`src/rtl/axi_arb_pkg.sv`:
```
// Shared definitions for the AXI user-request round-robin arbiter.
//   MAX_REQ / MAX_IDX_W : largest supported requester count and its index width
//   pick_t              : {found, idx} result of a rotate-priority search
//   idx_w()             : index width for a given requester count
//   rr_pick()           : first valid requester at or after ptr, wrapping mod num
package axi_arb_pkg;

  localparam int MAX_REQ   = 8;
  localparam int MAX_IDX_W = 3;

  typedef struct packed {
    logic                 found;
    logic [MAX_IDX_W-1:0] idx;
  } pick_t;

  function automatic int idx_w(input int num);
    return (num > 1) ? $clog2(num) : 1;
  endfunction

  // Scans ptr, ptr+1, ... (mod num). ptr < num and off < num, so one
  // conditional subtraction is enough to wrap the candidate index.
  function automatic pick_t rr_pick(input logic [MAX_REQ-1:0]   valid,
                                    input logic [MAX_IDX_W-1:0] ptr,
                                    input int                   num);
    pick_t p;
    int    j;
    p = '0;
    for (int off = 0; off < MAX_REQ; off++) begin
      if (off < num && !p.found) begin
        j = int'(ptr) + off;
        if (j >= num) j = j - num;
        if (valid[j]) begin
          p.found = 1'b1;
          p.idx   = MAX_IDX_W'(j);
        end
      end
    end
    return p;
  endfunction

endpackage

```
`src/rtl/axi_rr_arbiter.sv`:
```
// Combinational rotate-priority picker.
//   valid : per-requester request valid
//   ptr   : requester with highest priority this cycle
//   found : at least one requester is valid
//   idx   : granted requester index (0 when found is low)
module axi_rr_arbiter
  import axi_arb_pkg::*;
#(
  parameter int NUM_REQ = 4,
  localparam int IDX_W  = idx_w(NUM_REQ)
) (
  input  logic [NUM_REQ-1:0] valid,
  input  logic [IDX_W-1:0]   ptr,
  output logic               found,
  output logic [IDX_W-1:0]   idx
);

  pick_t pick;
  logic  unused_pick_hi;

  always_comb pick = rr_pick(MAX_REQ'(valid), MAX_IDX_W'(ptr), NUM_REQ);

  assign found = pick.found;
  assign idx   = pick.idx[IDX_W-1:0];

  // Index bits above IDX_W are always zero because idx < NUM_REQ.
  assign unused_pick_hi = ^pick.idx;

endmodule

```
`src/rtl/axi_user_req_arb.sv`:
```
// Round-robin arbiter sharing one AXI master user-request port among
// NUM_REQ requesters, with a registered output slice. One grant per cycle
// while the downstream port is ready.
//   clk, rst                  : clock, synchronous active-high reset
//   s_req_valid / s_req_ready : per-requester handshake (ready one-hot or zero)
//   s_req_*                   : requester i occupies slice [i*W +: W]
//   user_req_valid / _ready   : handshake towards the AXI master
//   user_req_*                : registered copy of the granted request
//   user_req_src              : index of the requester owning the output
// Optional build macro AXI_ARB_ID_TAG_EN: the top IDX_W bits of user_req_id
// are replaced by the grant index so responses can be routed back.
module axi_user_req_arb
  import axi_arb_pkg::*;
#(
  parameter int NUM_REQ       = 4,
  parameter int ID_WIDTH      = 4,
  parameter int ADDR_WIDTH    = 32,
  parameter int DATA_WIDTH    = 32,
  parameter int LEN_WIDTH     = 8,
  parameter int SIZE_WIDTH    = 3,
  parameter int BURST_WIDTH   = 2,
  parameter int MAX_BURST_LEN = 8,
  localparam int IDX_W        = idx_w(NUM_REQ),
  localparam int WD_W         = MAX_BURST_LEN * DATA_WIDTH,
  localparam int WS_W         = WD_W / 8
) (
  input  logic                           clk,
  input  logic                           rst,
  input  logic [NUM_REQ-1:0]             s_req_valid,
  output logic [NUM_REQ-1:0]             s_req_ready,
  input  logic [NUM_REQ-1:0]             s_req_we,
  input  logic [NUM_REQ*ID_WIDTH-1:0]    s_req_id,
  input  logic [NUM_REQ*ADDR_WIDTH-1:0]  s_req_addr,
  input  logic [NUM_REQ*LEN_WIDTH-1:0]   s_req_len,
  input  logic [NUM_REQ*SIZE_WIDTH-1:0]  s_req_size,
  input  logic [NUM_REQ*BURST_WIDTH-1:0] s_req_burst,
  input  logic [NUM_REQ*WD_W-1:0]        s_req_wdata,
  input  logic [NUM_REQ*WS_W-1:0]        s_req_wstrb,
  output logic                           user_req_valid,
  input  logic                           user_req_ready,
  output logic                           user_req_we,
  output logic [ID_WIDTH-1:0]            user_req_id,
  output logic [ADDR_WIDTH-1:0]          user_req_addr,
  output logic [LEN_WIDTH-1:0]           user_req_len,
  output logic [SIZE_WIDTH-1:0]          user_req_size,
  output logic [BURST_WIDTH-1:0]         user_req_burst,
  output logic [WD_W-1:0]                user_req_wdata,
  output logic [WS_W-1:0]                user_req_wstrb,
  output logic [IDX_W-1:0]               user_req_src
);

  typedef struct packed {
    logic                   we;
    logic [ID_WIDTH-1:0]    id;
    logic [ADDR_WIDTH-1:0]  addr;
    logic [LEN_WIDTH-1:0]   len;
    logic [SIZE_WIDTH-1:0]  size;
    logic [BURST_WIDTH-1:0] burst;
    logic [WD_W-1:0]        wdata;
    logic [WS_W-1:0]        wstrb;
  } user_req_t;

  logic [IDX_W-1:0]    rr_ptr;
  logic [IDX_W-1:0]    grant_idx;
  logic                grant_found;
  logic                load_en;
  logic [ID_WIDTH-1:0] sel_id;
  logic [ID_WIDTH-1:0] out_id;
  user_req_t           sel_req;
  user_req_t           out_req;
  logic                out_valid;
  logic [IDX_W-1:0]    out_src;

  axi_rr_arbiter #(.NUM_REQ(NUM_REQ)) u_rr (
    .valid (s_req_valid),
    .ptr   (rr_ptr),
    .found (grant_found),
    .idx   (grant_idx)
  );

  // The output slot can take a new request when empty or being drained.
  assign load_en = !out_valid || user_req_ready;

  // NOTE: every variable driven from always_comb gets a default first so no
  // path leaves it unassigned (which would infer a latch).
  always_comb begin
    s_req_ready = '0;
    if (!rst && load_en && grant_found) s_req_ready[grant_idx] = 1'b1;
  end

  assign sel_id = s_req_id[grant_idx*ID_WIDTH +: ID_WIDTH];

`ifdef AXI_ARB_ID_TAG_EN
  if (ID_WIDTH < IDX_W) begin : g_id_too_narrow
    $error("axi_user_req_arb: ID_WIDTH must be >= $clog2(NUM_REQ) for ID tagging");
    assign out_id = '0;
  end else if (ID_WIDTH == IDX_W) begin : g_id_tag_full
    logic unused_sel_id;
    assign out_id        = grant_idx;
    assign unused_sel_id = ^sel_id;
  end else begin : g_id_tag
    // Replaced top bits of the requester ID are intentionally dropped.
    logic unused_sel_id_hi;
    assign out_id           = {grant_idx, sel_id[ID_WIDTH-IDX_W-1:0]};
    assign unused_sel_id_hi = ^sel_id[ID_WIDTH-1 -: IDX_W];
  end
`else
  assign out_id = sel_id;
`endif

  always_comb begin
    sel_req       = '0;
    sel_req.we    = s_req_we[grant_idx];
    sel_req.id    = out_id;
    sel_req.addr  = s_req_addr [grant_idx*ADDR_WIDTH  +: ADDR_WIDTH];
    sel_req.len   = s_req_len  [grant_idx*LEN_WIDTH   +: LEN_WIDTH];
    sel_req.size  = s_req_size [grant_idx*SIZE_WIDTH  +: SIZE_WIDTH];
    sel_req.burst = s_req_burst[grant_idx*BURST_WIDTH +: BURST_WIDTH];
    sel_req.wdata = s_req_wdata[grant_idx*WD_W        +: WD_W];
    sel_req.wstrb = s_req_wstrb[grant_idx*WS_W        +: WS_W];
  end

  // NOTE: state is updated with non-blocking assignments so every register
  // samples the pre-edge values regardless of statement order.
  always_ff @(posedge clk) begin
    if (rst) begin
      // NOTE: the payload registers are reset too, so the output bus reads
      // all-zero after reset rather than holding a stale request.
      out_valid <= 1'b0;
      out_req   <= '0;
      out_src   <= '0;
      rr_ptr    <= '0;
    end else if (load_en) begin
      if (grant_found) begin
        out_valid <= 1'b1;
        out_req   <= sel_req;
        out_src   <= grant_idx;
        rr_ptr    <= (grant_idx == IDX_W'(NUM_REQ - 1)) ? '0 : grant_idx + 1'b1;
      end else begin
        out_valid <= 1'b0;
      end
    end
  end

  assign user_req_valid = out_valid;
  assign user_req_src   = out_src;
  assign user_req_we    = out_req.we;
  assign user_req_id    = out_req.id;
  assign user_req_addr  = out_req.addr;
  assign user_req_len   = out_req.len;
  assign user_req_size  = out_req.size;
  assign user_req_burst = out_req.burst;
  assign user_req_wdata = out_req.wdata;
  assign user_req_wstrb = out_req.wstrb;

endmodule

```
`config.mk`:
```
export PLATFORM = sky130hd
export DESIGN_NAME = axi_user_req_arb
export DESIGN_NICKNAME = d
export VERILOG_FILES = /design/src/rtl/axi_arb_pkg.sv /design/src/rtl/axi_rr_arbiter.sv /design/src/rtl/axi_user_req_arb.sv
export SDC_FILE = /design/constraint.sdc
export NUM_CORES = 1
export LEC_CHECK = 0
export BUFFER_PORTS_ARGS = -buffer_cell sky130_fd_sc_hd__buf_2
export CORE_AREA = 2 2 659 661
export CTS_CLUSTER_SIZE = 12
export DETAILED_ROUTE_END_ITERATION = 10
export DIE_AREA = 0 0 661 663
export HOLD_SLACK_MARGIN = 0.12
export PLACE_DENSITY = 0.3
export SETUP_SLACK_MARGIN = 0.1
export SYNTH_ARGS = -nofsm -noshare
export SYNTH_HDL_FRONTEND = slang
export SYNTH_SLANG_ARGS = --single-unit
export TNS_END_PERCENT = 30
```
`constraint.sdc`:
```
create_clock -name clk -period 2 [get_ports clk]
set_input_delay 0.4 -clock clk [delete_from_list [all_inputs] [get_ports clk]]
set_output_delay 0.4 -clock clk [all_outputs]
set_load 0.005 [all_outputs]
```
* Word level (Yosys, flattened, before mapping) *
Cells that the tools add are included.

cells by class
  add/sub/neg operators = 8
  multiply operators = 1
  magnitude comparators = 10
  equal/unequal tests = 1
  shifts and indexed selects = 7
  muxes and demuxes = 33
  reductions and logical operators = 7

operator list
  cell                                                                number
  variable part select 1024 x 11 -> 256 bit                           1
  variable part select 128 x 8 -> 32 bit                              2
  2-to-1 mux 32 bit                                                   7
  < comparator 32 x 5 -> 1 bit, second input constant                 4
  greater-or-equal comparator 32 x 4 -> 1 bit, second input constant  3
  subtractor 32 x 4 -> 32 bit, second input constant                  3
  2-to-1 mux 4 bit                                                    8
  variable part select 32 x 6 -> 8 bit                                1
  variable part select 16 x 5 -> 4 bit                                1
  binary-select mux 1 bit (select 3 bit)                              4
  variable part select 12 x 5 -> 3 bit                                1
  2-to-1 mux 1 bit                                                    11
  variable part select 8 x 4 -> 2 bit                                 1
  adder 2 x 2 -> 3 bit, second input constant                         2
  multiplier 2 x 2 -> 4 bit, second input constant                    1
  subtractor 2 x 3 -> 4 bit, second input constant                    1
  adder 2 x 1 -> 3 bit, second input constant                         1
  greater-or-equal comparator 2 x 3 -> 1 bit, second input constant   1
  logical AND 1 bit                                                   3
  < comparator 2 x 3 -> 1 bit, second input constant                  1
  adder 2 x 1 -> 2 bit, second input constant                         1
  binary-select mux 1 bit (select 2 bit)                              1
  demux 1 bit (select 2 bit)                                          1
  == test 2 bit, second input constant                                1
  other kinds (5)                                                     6

word-level totals
  flip-flop bits (word level) = 343
  bits of input ports = 1359
  output and inout bits = 345
  logic and storage cells = 78

* Longest topological paths before layout *
  word-level depth = 29
  gate-level depth with buffers = 9
  depth with buffers taken out = 5

* Cells and area by module *
From an unflattened synthesis, not the netlist that was laid out.

unflattened totals
  cells, all modules = 1213
  area total of the unflattened synthesis = 18368.9 µm²

modules (own cells, without submodules)
  module            instances  cells each  area each (µm²)  seq. area each (µm²)
  axi_user_req_arb  1          1198        18291.3          6866.6
  axi_rr_arbiter    1          15          77.6             0.0

* Worst setup path before layout *
Ideal clock, no wire load.

  path kind = input to output
  start point = in s_req_valid[2]
  end point = out s_req_ready[2]
  arrival time = 1740 ps
  required time = 1600 ps
  setup slack = -140 ps
  stages = 8
  buffers on the path = 4
  path through = nor2b_1 o32a_1 buf_2 buf_6 buf_4 buf_2 ha_1 and2_1

between the ends
  word-level cells in the longest chain between the ends = 15
  elaborated cells on any way between the ends = 26
  classes of those cells = 2 x order compare; 22 x mux; 2 x reduce/logical

ends and longest elaborated chain
  what                                                                                                             line                    RTL
  start: declaration                                                                                               axi_user_req_arb.sv:29  input logic [NUM_REQ-1:0] s_req_valid,
  binary-select mux 1 bit (select 3 bit)                                                                           axi_arb_pkg.sv:32       if (valid[j]) begin
  2-to-1 mux 1 bit (implied by the code) (2 in series)                                                             axi_arb_pkg.sv:32
  2-to-1 mux 4 bit (2 in series)                                                                                   axi_arb_pkg.sv:32
  2-to-1 mux 4 bit                                                                                                 axi_arb_pkg.sv:29       if (off < num && !p.found) begin
  2-to-1 mux 4 bit                                                                                                 axi_arb_pkg.sv:32
  2-to-1 mux 4 bit                                                                                                 axi_arb_pkg.sv:29
  2-to-1 mux 4 bit                                                                                                 axi_arb_pkg.sv:32
  2-to-1 mux 4 bit (*)                                                                                             axi_arb_pkg.sv:29
  < comparator 2 x 3 -> 1 bit (implied by the code) or greater-or-equal comparator 2 x 1 -> 1 bit (tied branches)  axi_user_req_arb.sv:88  if (!rst && load_en && grant_found) s_req_ready[grant_idx] = 1'b1;
  logical AND 1 bit (implied by the code)                                                                          axi_user_req_arb.sv:88
  2-to-1 mux 1 bit (implied by the code)                                                                           axi_user_req_arb.sv:88
  demux 1 bit (select 2 bit)                                                                                       axi_user_req_arb.sv:88
  2-to-1 mux 4 bit (*)                                                                                             axi_user_req_arb.sv:88
  end: declaration                                                                                                 axi_user_req_arb.sv:30  output logic [NUM_REQ-1:0] s_req_ready,

Every way passes the cells marked *; elsewhere a longest branch is shown, timed or not. The select of a mux whose other input is x is not followed.

* Worst setup path after layout *
  start point = reg rr_ptr[1]
  end point = out s_req_ready[2]

between the ends
  word-level cells in the longest chain between the ends = 18
  elaborated cells on any way between the ends = 44
  classes of those cells = 7 x add/sub; 6 x order compare; 29 x mux; 2 x reduce/logical

ends and longest elaborated chain
  what                                                                                                             line                     RTL
  start: declaration                                                                                               axi_user_req_arb.sv:63   logic [IDX_W-1:0] rr_ptr;
  start signal: assignment                                                                                         axi_user_req_arb.sv:138  rr_ptr <= (grant_idx == IDX_W'(NUM_REQ - 1)) ? '0 : grant_idx + 1'b1;
  adder 2 x 1 -> 3 bit                                                                                             axi_arb_pkg.sv:30        j = int'(ptr) + off;
  subtractor 32 x 4 -> 32 bit or greater-or-equal comparator 32 x 4 -> 1 bit (tied branches)                       axi_arb_pkg.sv:31        if (j >= num) j = j - num;
  2-to-1 mux 32 bit                                                                                                axi_arb_pkg.sv:31
  2-to-1 mux 32 bit                                                                                                axi_arb_pkg.sv:29
  binary-select mux 1 bit (select 3 bit)                                                                           axi_arb_pkg.sv:32
  2-to-1 mux 1 bit (implied by the code) (2 in series)                                                             axi_arb_pkg.sv:32
  2-to-1 mux 4 bit                                                                                                 axi_arb_pkg.sv:32
  2-to-1 mux 4 bit                                                                                                 axi_arb_pkg.sv:29
  2-to-1 mux 4 bit                                                                                                 axi_arb_pkg.sv:32
  2-to-1 mux 4 bit                                                                                                 axi_arb_pkg.sv:29
  2-to-1 mux 4 bit                                                                                                 axi_arb_pkg.sv:32
  2-to-1 mux 4 bit (*)                                                                                             axi_arb_pkg.sv:29
  < comparator 2 x 3 -> 1 bit (implied by the code) or greater-or-equal comparator 2 x 1 -> 1 bit (tied branches)  axi_user_req_arb.sv:88
  logical AND 1 bit (implied by the code)                                                                          axi_user_req_arb.sv:88
  2-to-1 mux 1 bit (implied by the code)                                                                           axi_user_req_arb.sv:88
  demux 1 bit (select 2 bit)                                                                                       axi_user_req_arb.sv:88
  2-to-1 mux 4 bit (*)                                                                                             axi_user_req_arb.sv:88

Marked as above.

==> flow_summary.toml <==
[sta]
slew_viol_final = 0
relSlewSlack_pct = 60.7
max_freq_mhz = 356
rsz0062_at_grt = "true"
clock_skew_ns = 0.0435
final_hold_viol_count = 0
setup_viol = 345
setup_ws_ns = -0.806
min_period_over_period_pct = 140
tightest_slew_ns = 0.588
min_period_ns = 2.81

[clock_tree]
clk_pin_slew_worst_paths_ns = 0.06
insertion_delay_ns = 0.75
numCtsBuffers = 55
cts_max_level = 2
clockRootBuffer = "clkbuf_16"
cts_num_sinks = 343
clockBufferDepth = 3
cts_tree = "yes"

[routing]
vias = 32900
dr.pass1.iters = 7
detail-route-antenna-nets = 0
wl_um = 349000
drc = 0
viasPerCell = 2.95
routedWlPerCell_um = 31.3
first_iter_violations = 2050

[pwr]
max-vdd-ir-drop_v = 0.000648
p_leak_nw = 23.6
power_mw = 39.7
powerDensity_nw_per_um2 = 690

[critical_path]
r2r_slack_ns = -0.73
crit_slowest_cell = "dfxtp_2"
path_class = "flip-flop to output port"
cp.arrival_ns = 2.41
critPathMaxStageDelay_ns = 0.35
path_common_cell = "buf_12"
reg2reg_depth = 15
cp_data_required_time_ns = 1.60
endpoint_kind = "output port"
r2r-start = "rr_ptr[1]"
path_max_fanout = 4
worstPathCellList = "buf_12, a21oi_4, o32a_4, buf_12, buf_12, ha_4, and2_4, buf_6"
start_kind = "flip-flop"
r2r-end = "user_req_wdata[59]"

[placement]
post_dp_cell_area_um2 = 36200
place.gp.congestion = 0.945
port_buffers = 1703
dp_hpwl_um = 304000

[global_route]
grt_overflow = 0
grt_pass1_vias = 33500
grt_usage_pct = 15.1
grt_pass1_wl_um = 416000
grt_max_degree = 47
antenna_found_initial = 345

[logic_synthesis]
post-synth-top-area-cell = "dfxtp_1"
syn_nets = 3279
synth.cell_area_um2 = 19000
yosys-top-cells-area = "dfxtp_1 (36%), mux2i_1 (36%), o221ai_1 (16%)"
yosysUniqueCellTypes = 24
avgSynthCellArea_um2 = 9.91
yosysMostFrequentCell = "mux2i_1"
ys_dominant_reg_cell = "dfxtp_1"
synth_cells = 1919
yosys_warnings = 0
yosysSeqAreaShare_pct = 36.1
yosys.area.top_type_share_pct = 36.1
synth_seq_cells = 343
synthTopCellsByCount = "mux2i_1 (676), dfxtp_1 (343), nand2_1 (342)"
async_flop_share_pct = 0
synth-edff-count = 0

[hold_path]
worstHoldStart = "s_req_wdata[275]"
min_to = "user_req_wdata[19]"
hp-class = "input port to flip-flop"
hold_depth = 4

[die]
start_util_pct = 4.40
fp.dieH_um = 663
rows = 242
die_x_um = 661
io_pins = 1704
die-area_um2 = 438000
core_um2 = 432000

[cells_and_area]
fin_area_um2 = 57600
area_growth_pct = 203
drive_gt1_share_pct = 47.8
nets = 6559
fin_util_pct = 13.3

[outcome]
violations = "setup timing"
run_status = "complete, but fails checks"

[job]
max_cap_viol_count = 0
worst max-delay path: cells and delay by family (launching register included):
| kind | cells | cell delay, ns |
|---|---|---|
| and+or+nand+nor | 1 | 0.16 |
| adders and majority gates | 1 | 0.14 |
| AOI/OAI and AO/OA | 2 | 0.40 |
| DFF | 1 | 0.35 |
| buffers and inverters | 4 | 0.56 |
worst max-delay path by stage:
stage                    from           endpoint
2_1_floorplan  s_req_valid[2]     s_req_ready[2]
3_3_place_gp   s_req_valid[1]          rr_ptr[0]
3_5_place_dp   s_req_valid[1]  user_req_wstrb[8]
4_1_cts             rr_ptr[0]     s_req_ready[2]
5_1_grt             rr_ptr[1]     s_req_ready[2]
6_report            rr_ptr[1]     s_req_ready[2]
per-layer routing:
layer	wire length [um]	GRT usage (%)	vias up
met5	1100	0	-
met4	11000	3.85	170
met3	47900	9.03	632
met2	169000	26.5	1952
met1	120000	15.2	15900
li1	-	-	14200
area by class of cell:
type                            count  area, um^2
Sequential cell                   343        6870
Multi-Input combinational cell   1385       13900
Tap cell                         5734        7170
Clock inverter                     26         323
Timing Repair Buffer             3412       27300
Clock buffer                       78        1570
Fill cell                       49100      375000
Antenna cell                      163         408
Inverter                            2        15.0
power breakdown:
group	leakage, nW	internal [mW]	switching (mW)
Sequential	2.84	8.03	0.840
Combinational	19.8	9.39	10.7
Clock	0.933	6.24	4.54
Total	23.6	23.7	16.1
timing repair:
item                                    CTS  global route
hold buffers                           1335             0
endpoints found under the hold margin   343             0
pin swaps                                83           123
gates cloned                             30             7
setup endpoints to repair               446           417
setup buffers                            88            34
gates resized for setup                 385           404
state kept, by name, indices dropped and copies added (netlist names):
name / flops
rr_ptr: 2
user_req_addr: 32
user_req_burst: 2
user_req_id: 4
user_req_len: 8
user_req_size: 3
user_req_src: 2
user_req_valid: 1
user_req_wdata: 256
user_req_we: 1
user_req_wstrb: 32
logic make-up after synthesis:
family                     after synthesis  synth area share [%]
and+or+nand+nor                        357                  7.18
muxes                                  676                  35.6
DFF                                    343                  36.1
adders and majority gates                1                0.0658
AOI/OAI and AO/OA                      351                  16.1
buffers and inverters                  191                  5.00
per-stage QoR:
step / instances / setup TNS [ns] / hold WS [ns] / setup WS, ns
after detailed placement: 9411 / -171.38 / 0.441 / -0.881
after global placement: 9411 / -179.31 / 0.446 / -1.27
after floorplan: 1919 / -0.0209 / 0.453 / -0.0209
final: 11100 / -168.47 / 0.199 / -0.806
after global routing: 11100 / -194.87 / 0.165 / -0.893
after CTS: 11000 / -219.06 / 0.131 / -0.957
placed cells by master (no fill, tap or decap), drive strengths merged, types with 14 or more instances in the layout:
master / count
buf: 2069
clkbuf: 84
clkinv: 14
dfxtp: 343
diode: 163
dlygate4sd3: 1335
mux2i: 676
nand2: 343
o221ai: 339
No activity file was read; power rests on OpenSTA's default activity.
